[src/rtl/uart_tx_fifo.sv]
// UART transmitter with a FIFO_DEPTH-entry transmit FIFO and a configurable frame format.
// Define UART_TX_BREAK_EN to add the send_break input and the line-break states.
module uart_tx_fifo #(
    parameter int unsigned CLOCK_RATE = 24000000,
    parameter int unsigned BAUD_RATE  = 115200,
    parameter int unsigned DATA_BITS  = 8,
    parameter int unsigned PARITY     = 0,
    parameter int unsigned STOP_BITS  = 1,
    parameter int unsigned FIFO_DEPTH = 4
) (
    input  logic                          clk,
    input  logic                          reset,
    input  logic                          enable,
    input  logic                          valid,
    input  logic [DATA_BITS-1:0]          in,
    output logic                          ready,
    output logic                          out,
    output logic                          busy,
    output logic [$clog2(FIFO_DEPTH):0]   level
`ifdef UART_TX_BREAK_EN
    ,
    input  logic                          send_break
`endif
);

    localparam int unsigned DIVISOR = CLOCK_RATE / BAUD_RATE;
    localparam int unsigned CNT_W   = $clog2(DIVISOR + 1);
    localparam int unsigned PTR_W   = $clog2(FIFO_DEPTH);
    localparam int unsigned LVL_W   = PTR_W + 1;
    localparam int unsigned BIT_W   = 4;

    typedef enum logic [2:0] {
        S_IDLE,
        S_START,
        S_DATA,
        S_PARITY,
        S_STOP,
        S_BREAK,
        S_BRK_GAP
    } state_e;

    state_e               state_q, state_d;
    logic [CNT_W-1:0]     baud_q, baud_d;
    logic [BIT_W-1:0]     bit_q, bit_d;
    logic [DATA_BITS-1:0] shift_q, shift_d;
    logic                 par_q, par_d;
    logic                 out_q, out_d;
    logic                 busy_q, busy_d;
    logic [LVL_W-1:0]     level_q, level_d;
    logic [PTR_W-1:0]     wr_ptr_q, wr_ptr_d;
    logic [PTR_W-1:0]     rd_ptr_q, rd_ptr_d;
    logic [DATA_BITS-1:0] mem_q [FIFO_DEPTH];
    logic [DATA_BITS-1:0] head_c;
    logic                 push_c;
    logic                 pop_c;
    logic                 can_pop_c;
    logic                 tick_c;

`ifdef UART_TX_BREAK_EN
    localparam int unsigned BRK_LEN = (DATA_BITS + 2 + ((PARITY != 0) ? 1 : 0)) * DIVISOR;
    localparam int unsigned BRK_W   = $clog2(BRK_LEN + 1);
    logic [BRK_W-1:0] brk_q, brk_d;
`endif

    assign ready     = (level_q != LVL_W'(FIFO_DEPTH));
    assign out       = out_q;
    assign busy      = busy_q;
    assign level     = level_q;
    assign push_c    = valid && ready;
    assign head_c    = mem_q[rd_ptr_q];
    assign can_pop_c = enable && (level_q != '0);
    assign tick_c    = (baud_q == CNT_W'(DIVISOR - 1));

    // Frame sequencer; a pop always loads the head word and enters START.
    always_comb begin
        state_d = state_q;
        baud_d  = tick_c ? '0 : baud_q + CNT_W'(1);
        bit_d   = bit_q;
        shift_d = shift_q;
        par_d   = par_q;
        out_d   = out_q;
        pop_c   = 1'b0;
`ifdef UART_TX_BREAK_EN
        brk_d   = brk_q;
`endif
        case (state_q)
            S_IDLE: begin
                out_d  = 1'b1;
                baud_d = '0;
                bit_d  = '0;
`ifdef UART_TX_BREAK_EN
                if (send_break) begin
                    state_d = S_BREAK;
                    out_d   = 1'b0;
                    brk_d   = '0;
                end else
`endif
                if (can_pop_c) begin
                    pop_c = 1'b1;
                end
            end
            S_START: begin
                if (tick_c) begin
                    state_d = S_DATA;
                    bit_d   = '0;
                    out_d   = shift_q[0];
                    shift_d = shift_q >> 1;
                end
            end
            S_DATA: begin
                if (tick_c) begin
                    if (bit_q == BIT_W'(DATA_BITS - 1)) begin
                        bit_d = '0;
                        if (PARITY != 0) begin
                            state_d = S_PARITY;
                            out_d   = par_q;
                        end else begin
                            state_d = S_STOP;
                            out_d   = 1'b1;
                        end
                    end else begin
                        bit_d   = bit_q + BIT_W'(1);
                        out_d   = shift_q[0];
                        shift_d = shift_q >> 1;
                    end
                end
            end
            S_PARITY: begin
                if (tick_c) begin
                    state_d = S_STOP;
                    bit_d   = '0;
                    out_d   = 1'b1;
                end
            end
            S_STOP: begin
                if (tick_c) begin
                    if (bit_q == BIT_W'(STOP_BITS - 1)) begin
                        if (can_pop_c) begin
                            pop_c = 1'b1;
                        end else begin
                            state_d = S_IDLE;
                            out_d   = 1'b1;
                        end
                    end else begin
                        bit_d = bit_q + BIT_W'(1);
                    end
                end
            end
`ifdef UART_TX_BREAK_EN
            S_BREAK: begin
                out_d  = 1'b0;
                baud_d = '0;
                if (brk_q != BRK_W'(BRK_LEN - 1)) begin
                    brk_d = brk_q + BRK_W'(1);
                end else if (!send_break) begin
                    state_d = S_BRK_GAP;
                    out_d   = 1'b1;
                end
            end
            S_BRK_GAP: begin
                out_d = 1'b1;
                if (tick_c) begin
                    state_d = S_IDLE;
                end
            end
`endif
            default: begin
                state_d = S_IDLE;
                out_d   = 1'b1;
                baud_d  = '0;
                bit_d   = '0;
            end
        endcase
        if (pop_c) begin
            state_d = S_START;
            out_d   = 1'b0;
            baud_d  = '0;
            bit_d   = '0;
            shift_d = head_c;
            par_d   = (PARITY == 1) ? ~(^head_c) : ^head_c;
        end
    end

    // FIFO pointers and occupancy.
    always_comb begin
        wr_ptr_d = push_c ? wr_ptr_q + PTR_W'(1) : wr_ptr_q;
        rd_ptr_d = pop_c  ? rd_ptr_q + PTR_W'(1) : rd_ptr_q;
        level_d  = level_q + LVL_W'(push_c) - LVL_W'(pop_c);
        busy_d   = (state_d != S_IDLE);
    end

    always_ff @(posedge clk or negedge reset) begin
        if (!reset) begin
            state_q  <= S_IDLE;
            baud_q   <= '0;
            bit_q    <= '0;
            shift_q  <= '0;
            par_q    <= 1'b0;
            out_q    <= 1'b1;
            busy_q   <= 1'b0;
            level_q  <= '0;
            wr_ptr_q <= '0;
            rd_ptr_q <= '0;
        end else begin
            state_q  <= state_d;
            baud_q   <= baud_d;
            bit_q    <= bit_d;
            shift_q  <= shift_d;
            par_q    <= par_d;
            out_q    <= out_d;
            busy_q   <= busy_d;
            level_q  <= level_d;
            wr_ptr_q <= wr_ptr_d;
            rd_ptr_q <= rd_ptr_d;
        end
    end

`ifdef UART_TX_BREAK_EN
    always_ff @(posedge clk or negedge reset) begin
        if (!reset) begin
            brk_q <= '0;
        end else begin
            brk_q <= brk_d;
        end
    end
`endif

    // Storage is qualified by the pointers, so it needs no reset.
    always_ff @(posedge clk) begin
        if (push_c) begin
            mem_q[wr_ptr_q] <= in;
        end
    end

endmodule
[config.mk]
export PLATFORM = sky130hd
export DESIGN_NAME = uart_tx_fifo
export DESIGN_NICKNAME = d
export VERILOG_FILES = /design/src/rtl/uart_tx_fifo.sv
export SDC_FILE = /design/constraint.sdc
export NUM_CORES = 1
export LEC_CHECK = 0
export CORE_MARGIN = 2
export CORE_UTILIZATION = 45
export DETAILED_ROUTE_END_ITERATION = 6
export GPL_TIMING_DRIVEN = 0
export PLACE_DENSITY = 0.6
export SKIP_LAST_GASP = 1
export SLEW_MARGIN = 20
export SYNTH_ARGS = -nofsm -noshare
export SYNTH_HDL_FRONTEND = slang
export SYNTH_SLANG_ARGS = --single-unit
[constraint.sdc]
create_clock -name clk -period 6.2 [get_ports clk]
set_input_delay 1.24 -clock clk [delete_from_list [all_inputs] [get_ports clk]]
set_output_delay 1.24 -clock clk [all_outputs]
set_load 0.01 [all_outputs]
==> impl_metrics.csv <==
group,metric,value,unit
power,powerDensity,297,nW/um^2
synthesis,synth-seq-cells,64,
clocking,cts_hold_buffers,0,
setup_path,r2r_end,"level[2]",
timing,period_share,0.553,
clocking,post_cts_buffers,0,
floorplanning,dieArea,7170,um^2
synthesis,yosysTopAreaCell,"edfxtp_1",
setup_path,endpoint,"level[2]",
placed_design,io_buffer_count,17,
setup_path,startpoint,"enable",
synthesis,synth_edf_count,32,
floorplanning,fp.dieH,84.7,um
setup_path,cp.arrival,3680,ps
detailed_routing,drt-initial-drc-count,70,
setup_path,critPathCaptureType,"flop",
clocking,cts_buffer_depth,2,
synthesis,synth_nets,245,
detailed_routing,vias,1743,
timing,fin_crit,3430,ps
hold_path,min_path_type,"reg2reg",
synthesis,yosysMostFrequentCell,"edfxtp_1",
clocking,cts_made_buffers,9,
clocking,cts_root_buf,"clkbuf_8",
detailed_routing,wl_met2,2320,um
flow_run,cap_violations,0,
clocking,cts_htree_levels,3,
setup_path,path_max_fanout,10,
floorplanning,rows,29,
timing,maxSlewViolCount,0,
final_layout,diodes,0,
synthesis,ys_warn_count,0,
clocking,clkTransAtPathRegs,70,ps
detailed_routing,wl_per_cell,14.7,um
timing,hold_ws,477,ps
detailed_routing,drc,0,
timing,tightest_slew,521,ps
detailed_routing,wl_met1,2350,um
synthesis,synth_async_sr_flop_share,0.500,
setup_path,cp-start-kind,"primary input",
final_layout,multi_input_area,1050,um^2
global_route,antenna_found_initial,0,
synthesis,synth-main-ff-cell,"edfxtp_1",
synthesis,synth.avg_cell_area,13.1,um^2
setup_path,timing.rr.start,"bit_q[0]",
clocking,clk-insertion-delay-late,330,ps
synthesis,synth_top_cells_by_area,"edfxtp_1, dfrtp_1, mux4_2",
synthesis,synth.top_cell.area_share,0.328,
synthesis,yosys-top-cells-count,"edfxtp_1, dfrtp_1, nand2_1, nor2_1, inv_1",
timing,tns,0,ps
clocking,clkSinkCount,64,
global_route,grt_pass1_wl,8380,um
power,power.static_leakage,1.34,nW
global_route,grt_max_degree,18,
setup_path,ff2ff_setup_slack,3370,ps
final_layout,syn_to_final_growth,16.0,%
final_layout,fillers,582,
timing,max_freq,0.292,GHz
placed_design,hpwlAfterDp,3380,um
detailed_routing,drtAntennaViolNets,0,
detailed_routing,vias_per_cell,5.22,
setup_path,worstPathRequired,6450,ps
final_layout,final_core_util,0.538,
setup_path,critPathKind,"in2reg",
detailed_routing,routed_wl,4900,um
run_status,status,"complete, no violations",
detailed_routing,top_layer_used,"met4",
global_route,grt_pass1_vias,1760,
floorplanning,die_w,84.7,um
detailed_routing,dr_wl_met3,160,um
timing,setup_viol,0,
synthesis,seq_area_frac_synth,0.602,
power,ir_drop,176,uV
final_layout,drive_gt1_frac,0.171,
global_route,grt_overflow,0,
synthesis,syn_area,2930,um^2
timing,skew,8.95,ps
synthesis,ys_types,48,
power,finalPower,1.01,mW
final_layout,nets,274,
floorplanning,boundaryPins,18,
global_route,grt_usage,0.151,
timing,slew_headroom,0.652,
clocking,cts_tree,"built",
floorplanning,core_area,6310,um^2
clocking,cts_resized,0,
detailed_routing,dr.pass1.iters,4,
setup_path,r2r_cells,13,
placed_design,routabilityCongestion,0.739,
final_layout,regArea,1760,um^2
synthesis,syn_inst,223,
timing,finalHoldViolations,0,
floorplanning,initial_core_util,0.464,
timing,rsz0062_at_grt,"no",
## metrics by stage
stage | cells | instance area (um^2) | setup slack, ps
2_1_floorplan | 223 | 2930 | 3110
3_3_place_gp | 317 | 3200 | 2420
5_1_grt | 334 | 3400 | 2620
4_1_cts | 334 | 3400 | 2760
3_5_place_dp | 318 | 3220 | 2420
6_report | 334 | 3400 | 2770
## critical path, cell delays in order
cell and delay [ps]:
clkdlybuf4s50_1 460, o31a_1 200, nand2_1 180, or2_4 320, inv_4 120, ha_1 240, inv_1 50, ha_1 120
inv_1 40, fa_1 370, xnor2_1 170, xnor2_1 140
## power breakdown
part | switching [mW] | internal [mW] | leakage (nW)
clock | 0.173 | 0.148 | 0.0862
sequential | 0.0275 | 0.511 | 0.690
combinational | 0.0785 | 0.0723 | 0.565
total | 0.279 | 0.731 | 1.34
## final cells by class
type / count / area share
buffer: 7 / 0.0158
clock buffer: 9 / 0.0365
clock inverter: 7 / 0.0162
inverter: 17 / 0.0195
multi-input combinational: 135 / 0.308
sequential: 64 / 0.519
tap: 77 / 0.0284
timing repair buffer: 18 / 0.0567
## how the worst min path moves through the flow
stage | start | endpoint | slack (ps) | depth (start not counted)
4_1_cts | baud_q[0] | baud_q[0] | 470 | 1
3_5_place_dp | baud_q[0] | baud_q[0] | 460 | 1
5_1_grt | out | out | 510 | 2
6_report | baud_q[0] | baud_q[0] | 480 | 1
3_3_place_gp | baud_q[0] | baud_q[0] | 460 | 1
2_1_floorplan | baud_q[0] | baud_q[0] | 430 | 1
## cells by family (layout without fill, tap and decap cells)
family,after synthesis,count (layout),synth area share
AND/OR/NAND/NOR,70,70,0.122
AO/OA/AOI/OAI,34,34,0.0897
buffers and inverters,24,58,0.0410
multiplexers,8,8,0.0615
flip-flops,64,64,0.602
adder cells (fa/ha/maj),10,10,0.0453
XOR/XNOR,13,13,0.0389
## registers in the layout, indices dropped and copies added, names as in the netlist, 2 cells and up
signal and count:
level 3, mem_q 32, wr_ptr_q 2, shift_q 8
baud_q 8, rd_ptr_q 2, bit_q 4, state_q 3
## layer usage
layer | vias to the layer above | track usage
met2 | 28 | 0.235
met4 | 0 | 0.0736
met1 | 854 | 0.201
met5 | - | 0
met3 | 6 | 0.0364
li1 | 855 | -
## layout by cell type (no fill, tap or decap), types with 3 or more instances in the layout
| cell type | instances |
|---|---|
| a21oi_1 | 3 |
| a31oi_1 | 8 |
| and3_1 | 6 |
| clkbuf_8 | 9 |
| clkdlybuf4s50_1 | 16 |
| dfrtp_1 | 31 |
| edfxtp_1 | 32 |
| ha_1 | 9 |
| inv_1 | 16 |
| mux4_2 | 8 |
| nand2_1 | 25 |
| nand2b_1 | 4 |
| nand3_1 | 5 |
| nor2_1 | 18 |
| o21ai_0 | 7 |
| xnor2_1 | 11 |
Power figures use the tool's default switching activity.
